==> src/rtl/rv_writeback.sv <==
// Writeback stage: retires execute results and aligned load data into the register file.
// Latency: results appear on the register-file/bypass ports one cycle after acceptance or load completion.
// Backpressure: w_stall_o holds execute while a load is outstanding; inputs are ignored while stalled.
module rv_writeback #(
    parameter int g_with_instret = 1
) (
    input  logic        clk_i,
    input  logic        rst_i,

    input  logic        x_valid_i,
    input  logic [4:0]  x_rd_i,
    input  logic [31:0] x_rd_value_i,
    input  logic        x_rd_write_i,
    input  logic        x_load_i,
    input  logic [2:0]  x_fun_i,
    input  logic [1:0]  x_dm_addr_i,

    input  logic [31:0] dm_data_l_i,
    input  logic        dm_load_done_i,

    output logic        w_stall_o,
    output logic [4:0]  rf_rd_o,
    output logic [31:0] rf_rd_value_o,
    output logic        rf_rd_write_o,
    output logic        w_bypass_rd_write_o,
    output logic [31:0] w_bypass_rd_value_o,
    output logic [63:0] instret_o
);

    localparam logic [0:0] ST_IDLE      = 1'b0;
    localparam logic [0:0] ST_WAIT_LOAD = 1'b1;

    logic [0:0]  r_state;

    // Parameters of the outstanding load, captured when it is accepted
    logic [4:0]  r_ld_rd;
    logic        r_ld_write;
    logic [2:0]  r_ld_fun;
    logic [1:0]  r_ld_addr;

    logic [4:0]  r_rd;
    logic [31:0] r_rd_value;
    logic        r_rd_write;
    logic [63:0] r_instret;

    logic        w_accept;
    logic        w_load_done;
    logic        w_retire;
    logic        w_alu_wr;
    logic        w_ld_wr;
    logic [7:0]  w_byte;
    logic [15:0] w_half;
    logic [31:0] w_load_value;

    // A new instruction is only taken while idle; a completion only counts while waiting
    assign w_accept    = (r_state == ST_IDLE) && x_valid_i;
    assign w_load_done = (r_state == ST_WAIT_LOAD) && dm_load_done_i;
    assign w_retire    = (w_accept && !x_load_i) || w_load_done;

    // Writes to x0 are suppressed so the register file never sees them
    assign w_alu_wr = x_rd_write_i && (x_rd_i != 5'd0);
    assign w_ld_wr  = r_ld_write && (r_ld_rd != 5'd0);

    // Select the addressed byte and half-word from the raw memory word
    always_comb begin
        w_byte = dm_data_l_i[7:0];
        case (r_ld_addr)
            2'b00:   w_byte = dm_data_l_i[7:0];
            2'b01:   w_byte = dm_data_l_i[15:8];
            2'b10:   w_byte = dm_data_l_i[23:16];
            default: w_byte = dm_data_l_i[31:24];
        endcase
        w_half = r_ld_addr[1] ? dm_data_l_i[31:16] : dm_data_l_i[15:0];
    end

    // Extend the selected field by load type; word and reserved encodings pass through
    always_comb begin
        w_load_value = dm_data_l_i;
        case (r_ld_fun)
            3'b000:  w_load_value = {{24{w_byte[7]}}, w_byte};
            3'b001:  w_load_value = {{16{w_half[15]}}, w_half};
            3'b100:  w_load_value = {24'd0, w_byte};
            3'b101:  w_load_value = {16'd0, w_half};
            default: w_load_value = dm_data_l_i;
        endcase
    end

    // State machine, load capture and register-file output registers
    always_ff @(posedge clk_i or posedge rst_i) begin
        if (rst_i) begin
            r_state    <= ST_IDLE;
            r_ld_rd    <= 5'd0;
            r_ld_write <= 1'b0;
            r_ld_fun   <= 3'd0;
            r_ld_addr  <= 2'd0;
            r_rd       <= 5'd0;
            r_rd_value <= 32'd0;
            r_rd_write <= 1'b0;
        end else begin
            r_rd_write <= 1'b0;
            if (w_accept) begin
                if (x_load_i) begin
                    r_ld_rd    <= x_rd_i;
                    r_ld_write <= x_rd_write_i;
                    r_ld_fun   <= x_fun_i;
                    r_ld_addr  <= x_dm_addr_i;
                    r_state    <= ST_WAIT_LOAD;
                end else begin
                    r_rd_write <= w_alu_wr;
                    // Address/data only move on a real write so they hold otherwise
                    if (w_alu_wr) begin
                        r_rd       <= x_rd_i;
                        r_rd_value <= x_rd_value_i;
                    end
                end
            end else if (w_load_done) begin
                r_rd_write <= w_ld_wr;
                if (w_ld_wr) begin
                    r_rd       <= r_ld_rd;
                    r_rd_value <= w_load_value;
                end
                r_state <= ST_IDLE;
            end
        end
    end

    generate
        if (g_with_instret != 0) begin : g_instret
            // Retired-instruction counter, wraps naturally at 2^64
            always_ff @(posedge clk_i or posedge rst_i) begin
                if (rst_i) begin
                    r_instret <= 64'd0;
                end else if (w_retire) begin
                    r_instret <= r_instret + 64'd1;
                end
            end
        end else begin : g_no_instret
            assign r_instret = 64'd0;
        end
    endgenerate

    assign w_stall_o           = (r_state == ST_WAIT_LOAD);
    assign rf_rd_o             = r_rd;
    assign rf_rd_value_o       = r_rd_value;
    assign rf_rd_write_o       = r_rd_write;
    assign w_bypass_rd_write_o = r_rd_write;
    assign w_bypass_rd_value_o = r_rd_value;
    assign instret_o           = r_instret;

endmodule

==> config.mk <==
export PLATFORM = sky130hd
export DESIGN_NAME = rv_writeback
export DESIGN_NICKNAME = d
export VERILOG_FILES = /design/src/rtl/rv_writeback.sv
export SDC_FILE = /design/constraint.sdc
export NUM_CORES = 1
export LEC_CHECK = 0
export CORE_ASPECT_RATIO = 1.5
export CORE_MARGIN = 4
export CORE_UTILIZATION = 30
export CTS_BUF_LIST = sky130_fd_sc_hd__clkbuf_4
export DETAILED_ROUTE_END_ITERATION = 10
export DONT_BUFFER_PORTS = 1
export GPL_ROUTABILITY_DRIVEN = 0
export PLACE_DENSITY = 0.51
export SYNTH_ARGS = -nofsm -noshare
export SYNTH_HDL_FRONTEND = slang
export SYNTH_SLANG_ARGS = --single-unit
==> constraint.sdc <==
create_clock -name clk_i -period 5.7 [get_ports clk_i]
set_clock_uncertainty 0.2 [all_clocks]
set_input_delay 1.425 -clock clk_i [delete_from_list [all_inputs] [get_ports clk_i]]
set_output_delay 1.425 -clock clk_i [all_outputs]
set_load 0.01 [all_outputs]
**Yosys cells after proc, flatten, opt, wreduce, memory -nomap -nowiden**

Index checks and enable logic that the tools add are counted.

- Register bits after elaboration: 114
- Latch bits: 0
- Memory bits (writable): 0
- ROM bits: 0
- Input bits: 80
- Output and inout port bits: 136
- Memories kept: 0

- $add $sub $neg: 1
- Multipliers: 0
- Divide/modulo/power cells: 0
- Magnitude comparators: 0
- Equality and inequality tests: 8
- Shift-type cells: 0
- Mux-type cells: 19
- Bitwise gates (word level): 1
- Reductions and logical operators: 16

Operator list:

| operator | number |
|---|---|
| $mux W32 | 5 |
| $pmux W32 S4 | 1 |
| $add A64 B1 Y64 const B | 1 |
| $mux W5 | 5 |
| $pmux W8 S3 | 1 |
| $mux W16 | 1 |
| $reduce_bool A5 Y1 | 2 |
| $eq A3 B3 Y1 const B | 2 |
| $mux W1 | 6 |
| $logic_and A1 B1 Y1 | 5 |
| $ne A2 B2 Y1 const B | 2 |
| $reduce_and A2 Y1 | 2 |
| $reduce_and A4 Y1 | 1 |
| $reduce_bool A2 Y1 | 2 |
| $eq A3 B1 Y1 const B | 1 |
| $logic_not A3 Y1 | 1 |
| $eq A2 B1 Y1 const B | 1 |
| $eq A2 B2 Y1 const B | 1 |
| $logic_not A2 Y1 | 1 |
| $ne A2 B1 Y1 const B | 1 |
| $logic_not A1 Y1 | 1 |
| $logic_or A1 B1 Y1 | 1 |
| $not A1 Y1 | 1 |

**Depth between registers and ports, before layout**

Gate-level depths: netlist of run 1.

- Depth after elaboration: 6
- Mapped depth: 8

**Worst setup path after synthesis of run 1**

OpenSTA, ideal clock, no wires.

- Path type: input port to flip-flop
- From: in x_load_i
- To: reg r_instret[63] (netlist: instret_o[63])
- Library setup time: 0.124 ns
- Arrival: 2.924 ns
- Data required time: 5.376 ns
- Slack: 2.452 ns
- Stages: 6
- Buffers on the path: 1
- Cell sequence: or3b_4 > a2111oi_4 > and4_1 > buf_4 > nand4_1 > xnor2_1

- Cells in the longest elaborated chain, start to end: 3

RTL lines:

| element | line | text |
|---|---|---|
| start: declaration | 14 | `input logic x_load_i,` |
| $logic_not A1 Y1 | 58 | `assign w_retire = (w_accept && !x_load_i) \|\| w_load_done;` |
| $logic_and A1 B1 Y1 | 58 |  |
| $logic_or A1 B1 Y1 | 58 |  |
| end signal: assignment | 134 | `r_instret <= r_instret + 64'd1;` |
| end: declaration | 44 | `logic [63:0] r_instret;` |

No other way between the ends.
A chain may end at the register's enable or synchronous reset.

**Final worst setup path of run 1**

- From: in x_rd_i[2]
- To: reg r_rd_value[0] (netlist: rf_rd_value_o[0])

- Cells in the longest elaborated chain, start to end: 4

RTL lines:

| element | line | text |
|---|---|---|
| start: declaration | 11 | `input logic [4:0] x_rd_i,` |
| $reduce_bool A5 Y1 | 61 | `assign w_alu_wr = x_rd_write_i && (x_rd_i != 5'd0);` |
| $logic_and A1 B1 Y1 | 61 |  |
| $ne A2 B1 Y1 (no source line) | -- |  |
| $reduce_and A4 Y1 (no source line) | -- |  |
| end signal: assignment | 113 | `r_rd_value <= x_rd_value_i;` |
| end signal: assignment | 120 | `r_rd_value <= w_load_value;` |
| end: declaration | 42 | `logic [31:0] r_rd_value;` |

No other way between the ends.

==> reports/metrics.yaml, run 1 <==
num_rows: 63
cts_tree: "yes"
portBuffers: 0
synthTopCellsByArea: "dfrtp_1 47%, xnor2_1 6.8%, buf_4 4.2%, a21oi_1 3.6%, nand2_1 3.5%"
hold_slack_ps: 328
grt_pass1_wl_um: 27600
setup_slack_ps: 2450
place_area_um2: 6030
clockBufferDepth: 2
holdBufCountCts: 0
cts-htree-levels: 4
reg2reg_from: "r_ld_addr[1]"
ys_top_cells_by_count: "114 x dfrtp_1, 56 x nand2_1, 50 x nor2_1"
yosys.area.top_type: "dfrtp_1"
num_vias: 4649
syn_area_um2: 6030
overflow: 0
max_stage_delay_ps: 670
yosysWarnings: 0
wl_um: 18100
internal_power_mw: 1.37
drtIter0Drc: 246
power_switching_mw: 0.918
worstPathArrival_ps: 3480
ir_worst_vdd_v: 0.000102
ys_ff_latch: 114
r2r_setup_slack_ps: 2840
vias_per_cell: 5.45
cp_common_cell: "nor2_1"
netSwitchingFraction_pct: 40.2
outcome: "complete, no violations"
period_share_pct: 57.0
nets: 659
async_reset_ff_share_pct: 100
firstDrtPassIters: 5
path_cells: "or4_1 > nor2_1 > o41a_2 > buf_4 > nor2_1 > a22o_1"
fillers: 2080
fin_crit_ps: 3250
synth_edf_count: 0
fmax_ghz: 0.308
track_usage_pct: 16.0
cts_root_buf: "clkbuf_4"
cts_made_buffers: 17
die_w_um: 124
synth_cell_types: 51
grt_max_degree: 55
dp_cells: 819
hp-start: "r_ld_write"
critPathCaptureType: "flip-flop"
syn_to_final_growth_pct: 4.65
final_area_um2: 6310
grt_pass1_vias: 4769
place_ws_ps: 1880
worst-endpoint-required_ps: 5930
cts.clk_slew.worst_paths_ps: 120
holdPathStages: 2
ys.flop_type: "dfrtp_1"
die_h_um: 182
ant_nets: 0
drc: 0
yosysMostFrequentCell: "dfrtp_1"
synth_fp_nets: 697
worstMarginPinSlew_ps: 934
cts.sinks: 114
rsz0062_at_grt: "false"
netlist.area_leader.share_pct: 47.3
pwr-share-seq_pct: 56.1
finalMaxSlewViolations: 0
num_io_pins: 216
clock_power_share_pct: 25.1
cts_resized: 0
relSlewSlack_pct: 37.1
min_to: "r_ld_write"
start_kind: "input port"
r2r.worst_path.cells: 5
cap_violations: 0
synth_area_per_cell_um2: 9.79
cts_setup_buffers: 0
r2r-end: "rf_rd_value_o[13]"
power_density_nw_per_um2: 362
hold_viol: 0
cp_max_fo: 46
coreArea_um2: 19800
antenna_found_initial: 2
die_area_um2: 22500
hpwl_um: 13900
power_frac_comb_pct: 18.8
yosysSeqAreaShare_pct: 47.3
finalSetupViolCount: 0
fin_tns_setup_ps: 0
drive_gt1_share_pct: 11.0
final_cells: 853
p_leak_nw: 2.62
synthesis.instances: 616
routedWlPerCell_um: 21.2
hold_path_class: "flip-flop to flip-flop"
crit_type: "input port to flip-flop"
clock_latency_ps: 530
crit_slowest_cell: "o41a_2"
initial_utilization_pct: 30.5
registers in the layout, summed over array words and instances (netlist names):
register and flops:
r_ld_rd 5, instret_o 64, w_stall_o 1, r_ld_fun 3
r_ld_write 1, rf_rd_value_o 32, rf_rd_write_o 1, r_ld_addr 2
rf_rd_o 5
metrics by stage:
stage	total power, mW	util, %
after floorplan	1.70	-
after global placement	1.71	30.5
after detailed placement	1.74	30.5
after CTS	2.32	31.8
after global routing	2.44	31.9
final	2.29	31.9
cells in the final DEF (no fill, tap or decap), types with 5 or more instances in the layout:
cell type / synthesis / final
dfrtp_1: 114 / 114
nand2_1: 56 / 56
nor2_1: 50 / 50
xnor2_1: 47 / 47
a21oi_1: 43 / 43
nand3_1: 30 / 30
nand4_1: 24 / 24
o21ai_0: 20 / 20
clkbuf_4: 0 / 18
xor2_1: 16 / 16
o41ai_1: 16 / 16
nor3_1: 12 / 12
mux2i_1: 12 / 12
inv_1: 12 / 11
mux2_2: 11 / 11
o221ai_1: 10 / 10
nor2b_1: 9 / 9
and3_1: 8 / 8
nand3b_1: 7 / 7
buf_4: 34 / 7
and4_1: 6 / 6
nor4_1: 5 / 5
clkinv_4: 0 / 5
layout make-up:
cell class              count  area (um^2)  area share, %
flip-flops and latches    114         2850           45.2
multi-input cells         426         2760           43.7
well taps                 260          325           5.16
clock buffers              18          135           2.14
clock inverters            14          133           2.10
repair buffers              7         52.6          0.833
inverters                  12         47.5          0.754
diodes                      2         5.00         0.0793
per-layer routing:
layer	vias to the layer above	routed length, um	GRT usage, %
met5	-	0	0
met4	0	328	6.16
met3	24	1680	5.89
met2	204	9890	29.8
met1	2315	6200	15.7
li1	2106	-	-
power by group through the flow:
stage | registers [mW] | logic [mW] | clock network [mW]
floorplan | 1.16 | 0.544 | 0
global placement | 1.30 | 0.416 | 0
detailed placement | 1.30 | 0.432 | 0
CTS | 1.29 | 0.434 | 0.603
global route | 1.31 | 0.485 | 0.636
finish | 1.28 | 0.429 | 0.574
how the worst max path moves through the flow:
stage,startpoint,slack (ps),cells past startpoint,to
final,x_rd_i[2],2450,6,rf_rd_value_o[0]
after global routing,x_rd_i[2],2380,6,rf_rd_value_o[0]
after CTS,x_rd_i[2],2520,6,rf_rd_value_o[0]
after detailed placement,x_rd_i[2],1880,6,rf_rd_value_o[0]
after global placement,x_rd_i[2],1920,6,rf_rd_value_o[0]
after floorplan,rst_i,1060,1,instret_o[0]
cells by family after synthesis:
logic type / Yosys count / share of synthesized area, %
AO/OA/AOI/OAI: 111 / 12.3
XOR/XNOR: 63 / 9.15
adder cells (fa/ha/maj): 1 / 0.208
buffers and inverters: 76 / 7.02
flip-flops: 114 / 47.3
multiplexers: 25 / 4.79
AND/OR/NAND/NOR: 226 / 19.2
critical path: cells and delay by family:
family	cells	cell delay [ps]
AO/OA/AOI/OAI	2	850
buffers and inverters	1	390
AND/OR/NAND/NOR	3	790
(Power assumes the default switching activity.)
==> run 2, diff against run 1 <==
- clock period: 5.7 -> 3.2 ns (I/O delays scaled with it)
==> run 2 against run 1 <==
Die area stayed put. Routed wire length decreased by 2.0%. Clock-buffer cell count is 1 lower. Critical endpoint is now instret_o[59]. First-iteration DRC count fell by 8.9%. Largest cell class unchanged. Clock power increased by 100%.
==> reports/metrics.yaml, run 2 (synthesized netlist as in run 1, its figures left out) <==
r2r.worst_path.cells: 6  # +1
num_rows: 63  # unchanged
hold_path_class: "input port to async pin"
endpoint: "instret_o[59]"
hpwl_um: 13600  # -2.1%
rsz0062_at_grt: "false"
grt_max_degree: 115  # +110%
hold_slack_ps: 103  # -225 ps
reg2reg_from: "w_stall_o"
worst-path-stages: 6  # unchanged
finalSetupViolCount: 0  # unchanged
vias_per_cell: 5.32  # -2.4%
wl_um: 17700  # -2.0%
worstPathArrival_ps: 2860  # -620 ps
nets: 667  # +1.2%
pwr-share-seq_pct: 54.1  # -2.0 points
initial_utilization_pct: 30.5  # unchanged
coreArea_um2: 19800  # unchanged
cts_setup_buffers: 0  # unchanged
crit_slowest_cell: "dfrtp_1"
start_kind: "flip-flop"
relSlewSlack_pct: 46.5  # +9.4 points
ant_nets: 0  # unchanged
clock_power_share_pct: 27.5  # +2.4 points
cp-startpoint: "w_stall_o"
power_density_nw_per_um2: 651  # +80%
drc: 0  # unchanged
crit_family: "simple AND/OR/NAND/NOR gates"
path_buf_inv: 1  # unchanged
cts.sinks: 114  # unchanged
syn_to_final_growth_pct: 6.48
die_w_um: 124  # unchanged
crit_type: "flip-flop to flip-flop"
clockBufferDepth: 2  # unchanged
final_cell_mix: "114 x dfrtp_1, 56 x nand2_1, 50 x nor2_1"
r2r-end: "instret_o[59]"
largest_reg_flops: 64  # unchanged
antenna_found_initial: 1  # -1
power_switching_mw: 1.64  # +79%
cts_root_buf: "clkbuf_4"
die_area_um2: 22500  # unchanged
drtIter0Drc: 224  # -8.9%
firstDrtPassIters: 4  # -1
cts_tree: "yes"
hold_viol: 0  # unchanged
path_cells: "or3b_4 > a2111oi_4 > buf_4 > and4_1 > nand3_1 > xnor2_1"
period_share_pct: 82.1
drive_gt1_share_pct: 11.9  # +0.85 points
cap_violations: 0  # unchanged
routedWlPerCell_um: 20.6  # -2.8%
holdBufCountCts: 0  # unchanged
cp_max_fo: 9  # -80%
grt_pass1_wl_um: 27000  # -2.4%
layout_commonest_cell: "dfrtp_1"
worstMarginPinSlew_ps: 795  # -139 ps
overflow: 0  # unchanged
outcome: "complete, no violations"
grt_pass1_vias: 4801  # +0.67%
max_stage_delay_ps: 510  # -160 ps
p_leak_nw: 2.69  # +2.4%
num_vias: 4576  # -1.6%
power_frac_comb_pct: 18.5  # -0.3 points
internal_power_mw: 2.53  # +85%
num_io_pins: 216  # unchanged
ir_worst_vdd_v: 0.000244  # +140%
fin_crit_ps: 2630
portBuffers: 0  # unchanged
critPathCaptureType: "flip-flop"
cts_made_buffers: 17  # unchanged
cts.clk_slew.worst_paths_ps: 120  # about the same
clock_latency_ps: 550  # +20 ps
fmax_ghz: 0.381
cts-htree-levels: 4  # unchanged
track_usage_pct: 15.9  # -0.19 points
finalMaxSlewViolations: 0  # unchanged
die_h_um: 182  # unchanged
fin_tns_setup_ps: 0  # unchanged
netSwitchingFraction_pct: 39.3  # -0.87 points
cts_resized: 0  # unchanged
r2r_setup_slack_ps: 570  # -2270 ps
worst-endpoint-required_ps: 3430  # -2500 ps
[run 2: worst min path at each step]
stage,start,end,slack (ps)
global placement,r_ld_write,r_ld_write,270
global route,dm_load_done_i,w_stall_o,70
detailed placement,r_ld_write,r_ld_write,280
finish,rst_i,rf_rd_value_o[21],100
floorplan,r_ld_write,r_ld_write,250
CTS,dm_load_done_i,w_stall_o,40
[run 2: cell type report]
type,instances,area [um^2]
Antenna cell,1,2.50
Clock buffer,17,128
Clock inverter,15,170
Fill cell,2051,13400
Inverter,12,48.8
Multi-Input combinational cell,426,2750
Sequential cell,114,2850
Tap cell,260,325
Timing Repair Buffer,15,138
[run 2: worst reg2reg max path, cell delays in order, from the launching register on]
cell       delay, ps
dfrtp_1          510
or3b_4           500
a2111oi_4        350
buf_4            210
and4_1           430
nand3_1          150
xnor2_1          170
[run 2: through the flow]
stage | setup WS (ps) | instances | area (um^2) | utilization, % | total power [mW]
finish | 573 | 860 | 6420 | 32.4 | 4.18
floorplan | 577 | 616 | 6030 | - | 3.03
global route | 426 | 860 | 6420 | 32.4 | 4.47
detailed placement | 356 | 827 | 6120 | 30.9 | 3.08
CTS | 578 | 859 | 6420 | 32.4 | 4.26
global placement | 342 | 827 | 6120 | 30.9 | 3.04
[run 2: layer usage]
| metal | vias up | track usage [%] | routed length, um |
|---|---|---|---|
| met5 | - | 0 | 0 |
| met4 | 0 | 6.87 | 500 |
| met3 | 21 | 7.26 | 1760 |
| met2 | 196 | 28.8 | 9520 |
| met1 | 2250 | 14.9 | 5950 |
| li1 | 2109 | - | - |
[run 2: power groups by stage]
stage | registers, mW | logic, mW | clock network [mW]
3_3_place_gp | 2.29 | 0.750 | 0
3_5_place_dp | 2.30 | 0.784 | 0
4_1_cts | 2.27 | 0.786 | 1.21
2_1_floorplan | 2.06 | 0.970 | 0
6_report | 2.26 | 0.771 | 1.15
5_1_grt | 2.32 | 0.882 | 1.27
